==> config.mk <==
export PLATFORM = sky130hd
export DESIGN_NAME = alu_mdu
export DESIGN_NICKNAME = d
export VERILOG_FILES = /design/src/rtl/alu_pkg.sv /design/src/rtl/mdu_iter.sv /design/src/rtl/alu_mdu.sv
export SDC_FILE = /design/constraint.sdc
export NUM_CORES = 1
export LEC_CHECK = 0
export CORE_AREA = 8 8 310 312
export DETAILED_ROUTE_END_ITERATION = 8
export DIE_AREA = 0 0 318 320
export PLACE_DENSITY_LB_ADDON = 0.25
export RECOVER_POWER = 50
export SETUP_SLACK_MARGIN = 0.2
export SLEW_MARGIN = 20
export SYNTH_ARGS = -nofsm -noshare
export SYNTH_HDL_FRONTEND = slang
export SYNTH_SLANG_ARGS = --single-unit
==> constraint.sdc <==
create_clock -name clk -period 18 [get_ports clk]
set_input_delay 3.6 -clock clk [delete_from_list [all_inputs] [get_ports clk]]
set_output_delay 3.6 -clock clk [all_outputs]
set_load 0.005 [all_outputs]
==> src/rtl/alu_pkg.sv <==
// Shared opcode, FSM state and error-pattern definitions for the EX-stage ALU/MDU.
package alu_pkg;

    localparam logic [3:0] ALU_OP_AND   = 4'b0000;
    localparam logic [3:0] ALU_OP_OR    = 4'b0001;
    localparam logic [3:0] ALU_OP_ADD   = 4'b0010;
    localparam logic [3:0] ALU_OP_SRAV  = 4'b0011;
    localparam logic [3:0] ALU_OP_SUB   = 4'b0110;
    localparam logic [3:0] ALU_OP_SLT   = 4'b0111;
    localparam logic [3:0] ALU_OP_XOR   = 4'b1000;
    localparam logic [3:0] ALU_OP_NOR   = 4'b1001;
    localparam logic [3:0] ALU_OP_SLLV  = 4'b1010;
    localparam logic [3:0] ALU_OP_SRLV  = 4'b1011;
    localparam logic [3:0] ALU_OP_MULT  = 4'b1100;
    localparam logic [3:0] ALU_OP_MULTU = 4'b1101;
    localparam logic [3:0] ALU_OP_DIV   = 4'b1110;
    localparam logic [3:0] ALU_OP_DIVU  = 4'b1111;

    localparam logic [31:0] ERR_PATTERN = 32'hDEADBEEF;

    typedef enum logic [1:0] {
        ST_IDLE = 2'd0,
        ST_MUL  = 2'd1,
        ST_DIV  = 2'd2,
        ST_DONE = 2'd3
    } state_t;

endpackage

==> src/rtl/mdu_iter.sv <==
// Iterative unsigned multiply (shift-add) / restoring divide, one bit per cycle.
// hi/lo present the value produced by the current step, so they are final while done is high.
module mdu_iter #(
    parameter int WIDTH = 32
) (
    input  logic             clk,
    input  logic             rst,
    input  logic             start,
    input  logic             is_div,
    input  logic [WIDTH-1:0] a_mag,
    input  logic [WIDTH-1:0] b_mag,
    output logic             done,
    output logic [WIDTH-1:0] hi,
    output logic [WIDTH-1:0] lo
);
    localparam int CNT_W = $clog2(WIDTH + 1);

    logic             busy;
    logic             div_mode;
    logic [CNT_W-1:0] cnt;
    logic [WIDTH-1:0] acc, q, m;
    logic [WIDTH-1:0] nxt_acc, nxt_q;
    logic [WIDTH:0]   sum, tmp, diff;

    always_comb begin
        sum  = {1'b0, acc} + (q[0] ? {1'b0, m} : '0);
        tmp  = {acc, q[WIDTH-1]};
        diff = tmp - {1'b0, m};
        if (div_mode) begin
            // Partial remainder is always below the divisor, so both branches fit WIDTH bits.
            if (!diff[WIDTH]) begin
                nxt_acc = diff[WIDTH-1:0];
                nxt_q   = {q[WIDTH-2:0], 1'b1};
            end else begin
                nxt_acc = tmp[WIDTH-1:0];
                nxt_q   = {q[WIDTH-2:0], 1'b0};
            end
        end else begin
            nxt_acc = sum[WIDTH:1];
            nxt_q   = {sum[0], q[WIDTH-1:1]};
        end
    end

    assign done = busy && (cnt == CNT_W'(1));
    assign hi   = nxt_acc;
    assign lo   = nxt_q;

    always_ff @(posedge clk) begin
        if (rst) begin
            busy     <= 1'b0;
            div_mode <= 1'b0;
            cnt      <= '0;
            acc      <= '0;
            q        <= '0;
            m        <= '0;
        end else if (start) begin
            busy     <= 1'b1;
            div_mode <= is_div;
            cnt      <= CNT_W'(WIDTH);
            acc      <= '0;
            q        <= a_mag;
            m        <= b_mag;
        end else if (busy) begin
            acc <= nxt_acc;
            q   <= nxt_q;
            cnt <= cnt - CNT_W'(1);
            if (done) busy <= 1'b0;
        end
    end

endmodule

==> src/rtl/alu_mdu.sv <==
// Registered MIPS ALU with valid/ready handshake and iterative MULT/DIV producing HI/LO.
module alu_mdu
    import alu_pkg::*;
#(
    parameter int WIDTH = 32
) (
    input  logic             clk,
    input  logic             rst,
    input  logic             in_valid,
    output logic             in_ready,
    input  logic [WIDTH-1:0] a,
    input  logic [WIDTH-1:0] b,
    input  logic [3:0]       alu_control,
    output logic             out_valid,
    input  logic             out_ready,
    output logic [WIDTH-1:0] result,
    output logic [WIDTH-1:0] hi,
    output logic             zero,
    output logic             err
);
    localparam int SHAMT_W = $clog2(WIDTH);

    state_t           state;
    logic             neg_q, neg_r, div0;
    logic [WIDTH-1:0] a_r;

    logic               accept, is_mdu, is_div, sgn, a_neg, b_neg, start;
    logic [WIDTH-1:0]   a_mag, b_mag, c_hi, c_lo, err_val;
    logic               c_done;
    logic [SHAMT_W-1:0] shamt;
    logic [WIDTH-1:0]   alu_val, md_lo, md_hi;
    logic               alu_err;
    logic [2*WIDTH-1:0] prod;

    assign in_ready  = (state == ST_IDLE);
    assign out_valid = (state == ST_DONE);
    assign accept    = in_valid && in_ready;
    assign is_mdu    = (alu_control[3:2] == 2'b11);
    assign is_div    = (alu_control[3:1] == 3'b111);
    assign sgn       = is_mdu && !alu_control[0];
    assign a_neg     = sgn && a[WIDTH-1];
    assign b_neg     = sgn && b[WIDTH-1];
    assign a_mag     = a_neg ? -a : a;
    assign b_mag     = b_neg ? -b : b;
    assign start     = accept && is_mdu;
    assign shamt     = a[SHAMT_W-1:0];
    assign err_val   = WIDTH'(ERR_PATTERN);

    mdu_iter #(.WIDTH(WIDTH)) u_iter (
        .clk    (clk),
        .rst    (rst),
        .start  (start),
        .is_div (is_div),
        .a_mag  (a_mag),
        .b_mag  (b_mag),
        .done   (c_done),
        .hi     (c_hi),
        .lo     (c_lo)
    );

    always_comb begin
        alu_val = '0;
        alu_err = 1'b0;
        case (alu_control)
            ALU_OP_ADD:  alu_val = a + b;
            ALU_OP_SUB:  alu_val = a - b;
            ALU_OP_AND:  alu_val = a & b;
            ALU_OP_OR:   alu_val = a | b;
            ALU_OP_XOR:  alu_val = a ^ b;
            ALU_OP_NOR:  alu_val = ~(a | b);
            ALU_OP_SLT:  alu_val = {{(WIDTH-1){1'b0}}, $signed(a) < $signed(b)};
            ALU_OP_SLLV: alu_val = b << shamt;
            ALU_OP_SRLV: alu_val = b >> shamt;
            ALU_OP_SRAV: alu_val = $signed(b) >>> shamt;
            ALU_OP_MULT, ALU_OP_MULTU, ALU_OP_DIV, ALU_OP_DIVU: alu_val = '0;
            default: begin
                alu_val = err_val;
                alu_err = 1'b1;
            end
        endcase
    end

    // Sign fix-up: quotient truncates toward zero, remainder follows the dividend.
    always_comb begin
        prod = {c_hi, c_lo};
        prod = neg_q ? -prod : prod;
        md_lo = prod[WIDTH-1:0];
        md_hi = prod[2*WIDTH-1:WIDTH];
        if (state == ST_DIV) begin
            if (div0) begin
                md_lo = '1;
                md_hi = a_r;
            end else begin
                md_lo = neg_q ? -c_lo : c_lo;
                md_hi = neg_r ? -c_hi : c_hi;
            end
        end
    end

    always_ff @(posedge clk) begin
        if (rst) begin
            state  <= ST_IDLE;
            result <= '0;
            hi     <= '0;
            zero   <= 1'b0;
            err    <= 1'b0;
            neg_q  <= 1'b0;
            neg_r  <= 1'b0;
            div0   <= 1'b0;
            a_r    <= '0;
        end else begin
            case (state)
                ST_IDLE: if (accept) begin
                    if (is_mdu) begin
                        neg_q <= a_neg ^ b_neg;
                        neg_r <= a_neg;
                        div0  <= (b == '0);
                        a_r   <= a;
                        state <= is_div ? ST_DIV : ST_MUL;
                    end else begin
                        result <= alu_val;
                        hi     <= '0;
                        zero   <= (alu_val == '0);
                        err    <= alu_err;
                        state  <= ST_DONE;
                    end
                end
                ST_MUL, ST_DIV: if (c_done) begin
                    result <= md_lo;
                    hi     <= md_hi;
                    zero   <= (md_lo == '0);
                    err    <= 1'b0;
                    state  <= ST_DONE;
                end
                ST_DONE: if (out_ready) state <= ST_IDLE;
                default: state <= ST_IDLE;
            endcase
        end
    end

endmodule

==> impl_metrics.tcl <==
set metrics [dict create \
    status "finished with violations" \
    violations "capacitance limit, slew limit" \
    synth_seq_cells 207 \
    totalWireLength_um 139000 \
    syn_to_final_growth_pct 12.7 \
    cpMaxStageDelayCell "clkbuf_1" \
    drive_gt1_share_pct 8.03 \
    synth_fa_ha_area_share_pct 8.17 \
    fin_skew_ps 48.9 \
    synth.distinct_cells 109 \
    regToRegEndpoint "zero$_SDFFE_PP0P_" \
    seq_area_um2 4150 \
    coreArea_um2 91000 \
    die_h_um 320 \
    startpoint_type "primary input" \
    fmax_ghz 0.0995 \
    root_buffer "clkbuf_16" \
    critPathKind "in -> reg" \
    place_area_um2 29500 \
    ys_top_cells_by_count "nor2_1 (434), nand2_1 (393), a21oi_1 (349), clkbuf_1 (217), o21ai_0 (210)" \
    wl_per_cell_um 28.0 \
    ir_worst_vdd_v 0.0000657 \
    cap_violations 6 \
    ys_seq_area_share_pct 15.3 \
    hp-start "hi[11]$_SDFFE_PP0P_" \
    post_cts_buffers 0 \
    finalCritPeriodShare_pct 55.8 \
    grt_pass1_wl_um 201000 \
    synth_xor_area_share_pct 5.97 \
    ios 140 \
    slew_viol_final 202 \
    min_to "hi[11]$_SDFFE_PP0P_" \
    synth.most_common_cell "nor2_1" \
    clk_transition_reported_paths_ps 60 \
    utilization_pct 33.5 \
    synth_simple_gate_area_share_pct 23.4 \
    reg2reg_depth 26 \
    syn_area_per_cell_um2 7.16 \
    clk_latency_ps 600 \
    max_stage_delay_ps 1520 \
    grt.total_usage_pct 25.8 \
    hp-class "reg -> reg" \
    worstPathMaxFanout 95 \
    syn_inst 3773 \
    worst_pin_slew_ps 2380 \
    synth_top_area_cell "dfxtp_1" \
    via_per_inst 6.24 \
    grt_pass1_vias 28500 \
    slew_headroom_pct -58.8 \
    period_needed_ps 10050 \
    multi_input_area_um2 21200 \
    total_power_mw 2.68 \
    synth_top_family_by_area "compound AO/OA/AOI/OAI gates" \
    dr.first_iter.drc_count 4497 \
    rrSetupSlack_ps 10190 \
    die_x_um 318 \
    crit_chain "dlygate4sd3_1 > clkbuf_1 > nand2_1 > nor2_1 > clkbuf_1 > buf_4 > nand2_1 > a21oi_1" \
    required_ps 18490 \
    cts_buffers 27 \
    synth_mux_area_share_pct 10.0 \
    rsz0062_at_grt "no" \
    synthFlopType "dfxtp_1" \
    initial_core_util_pct 29.7 \
    hpwl_um 107000 \
    cp.arrival_ps 10540 \
    synthTopCellsByArea "dfxtp_1 (15%), ha_1 (7.9%), a21oi_1 (6.5%), nor2_1 (6.0%), mux4_2 (5.8%)" \
    finalHoldViolations 0 \
    die-area_um2 102000 \
    grt_overflow 0 \
    p_leak_nw 11.5 \
    finalSetupViolCount 0 \
    end_kind "flip-flop" \
    fin_nets 3998 \
    grt_max_degree 96 \
    ant_nets 0 \
    synth-edff-count 0 \
    synth_area_um2 27000 \
    synth-compound-area-share_pct 30.7 \
    tns_ps 0 \
    r2r-start "u_iter.q[31]$_SDFFE_PP0P_" \
    gp_congestion 0.998 \
    syn-num-nets 4019 \
    cts-htree-levels 1 \
    post_cts_resized 0 \
    drc 0 \
    numPortBuffers 139 \
    drt_pass1_iterations 6 \
    design_area_um2 30400 \
    grt_antenna_before_repair 4 \
    yosysWarnings 0 \
    holdBufCountCts 0 \
    cts_tree "yes" \
    min_path_cells 2 \
    vias 30900 \
    async_flop_share_pct 0 \
    timing.hold.ws_ps 441 \
    ctsLongestPathBuffers 3 \
    clock-sinks 207 \
    rows 111 \
    power-per-cell-area_nw_per_um2 88.2 \
    startpoint "alu_control[3]" \
    nFillCells 9888 \
    synth_top_cell_area_share_pct 15.3 \
]
-- worst max-delay path by stage --
stage                               end  cells after the start  slack [ps]
4_1_cts               zero$_SDFFE_PP0P_                     16        9490
5_1_grt        u_iter.q[0]$_SDFFE_PP0P_                      8        7660
3_3_place_gp          zero$_SDFFE_PP0P_                     16        8990
6_report            a_r[3]$_SDFFE_PP0P_                      8        7950
3_5_place_dp          zero$_SDFFE_PP0P_                     16        8930
2_1_floorplan         zero$_SDFFE_PP0P_                     19        9400
-- layout by cell type, fill, tap and decap left out, types with 39 or more instances in the layout --
cell type        synthesis  routed
a21oi_1                349     349
o211ai_1                48      48
mux2i_1                 92      92
a22oi_1                 39      39
inv_1                  157     157
o21ai_0                210     210
clkdlybuf4s50_1          0      63
ha_1                   170     170
nand4_1                 44      44
dfxtp_1                207     205
buf_4                    3      91
a211oi_1               108     108
xor2_1                  44      44
xnor2_1                140     140
a31oi_1                 51      51
nand3_1                 89      89
nor3_1                 104     100
nor2_1                 434     432
nand2_1                393     393
mux4_2                  70      70
a21o_1                  44      44
and2_1                  60      60
dlygate4sd3_1            0      70
-- per-stage QoR --
| stage | instances | setup WS (ps) |
|---|---|---|
| after global routing | 4959 | 7660 |
| final | 4961 | 7950 |
| after detailed placement | 4909 | 8930 |
| after global placement | 4909 | 8990 |
| after floorplan | 3773 | 9400 |
| after CTS | 4959 | 9490 |
-- kinds of logic (layout without fill, tap and decap cells) --
kind of cell / count (synthesis) / count (layout)
compound gates: 1232 / 1232
xor+xnor: 184 / 184
fa+ha+maj: 174 / 174
buf+inv: 442 / 442
flops: 207 / 207
mux: 180 / 180
other cells: 0 / 2
simple gates: 1354 / 1354
-- metal layers --
| metal | vias up | GRT usage, % | routed length (um) |
|---|---|---|---|
| li1 | 14000 | - | - |
| met1 | 14800 | 35.3 | 58900 |
| met2 | 1882 | 40.0 | 59800 |
| met3 | 307 | 4.73 | 13900 |
| met4 | 2 | 9.76 | 6450 |
| met5 | - | 0 | 10 |
-- critical path: cells and delay by family --
kind,cells,cell delay (ps)
simple gates,3,2220
compound gates,1,210
buf+inv,4,4410
-- area by class of cell --
type	instances	share of cell area, %
Inverter	160	1.97
Clock buffer	36	2.53
Sequential cell	207	13.6
Multi-Input combinational cell	3124	69.5
Antenna cell	2	0.0164
Timing Repair Buffer	232	6.73
Clock inverter	14	0.691
Tap cell	1186	4.88
-- power breakdown --
| group | switching, mW | total [mW] | internal (mW) |
|---|---|---|---|
| clock | 0.250 | 0.612 | 0.362 |
| sequential | 0.0653 | 0.577 | 0.512 |
| combinational | 0.994 | 1.49 | 0.501 |
-- flip-flops by register name (all words and copies together) (netlist names), 2 cells and up --
signal,cells
u_iter.acc,32
state,2
u_iter.m,32
result,32
u_iter.q,32
u_iter.cnt,6
hi,32
a_r,32
No activity file was read; power rests on OpenSTA's default activity.
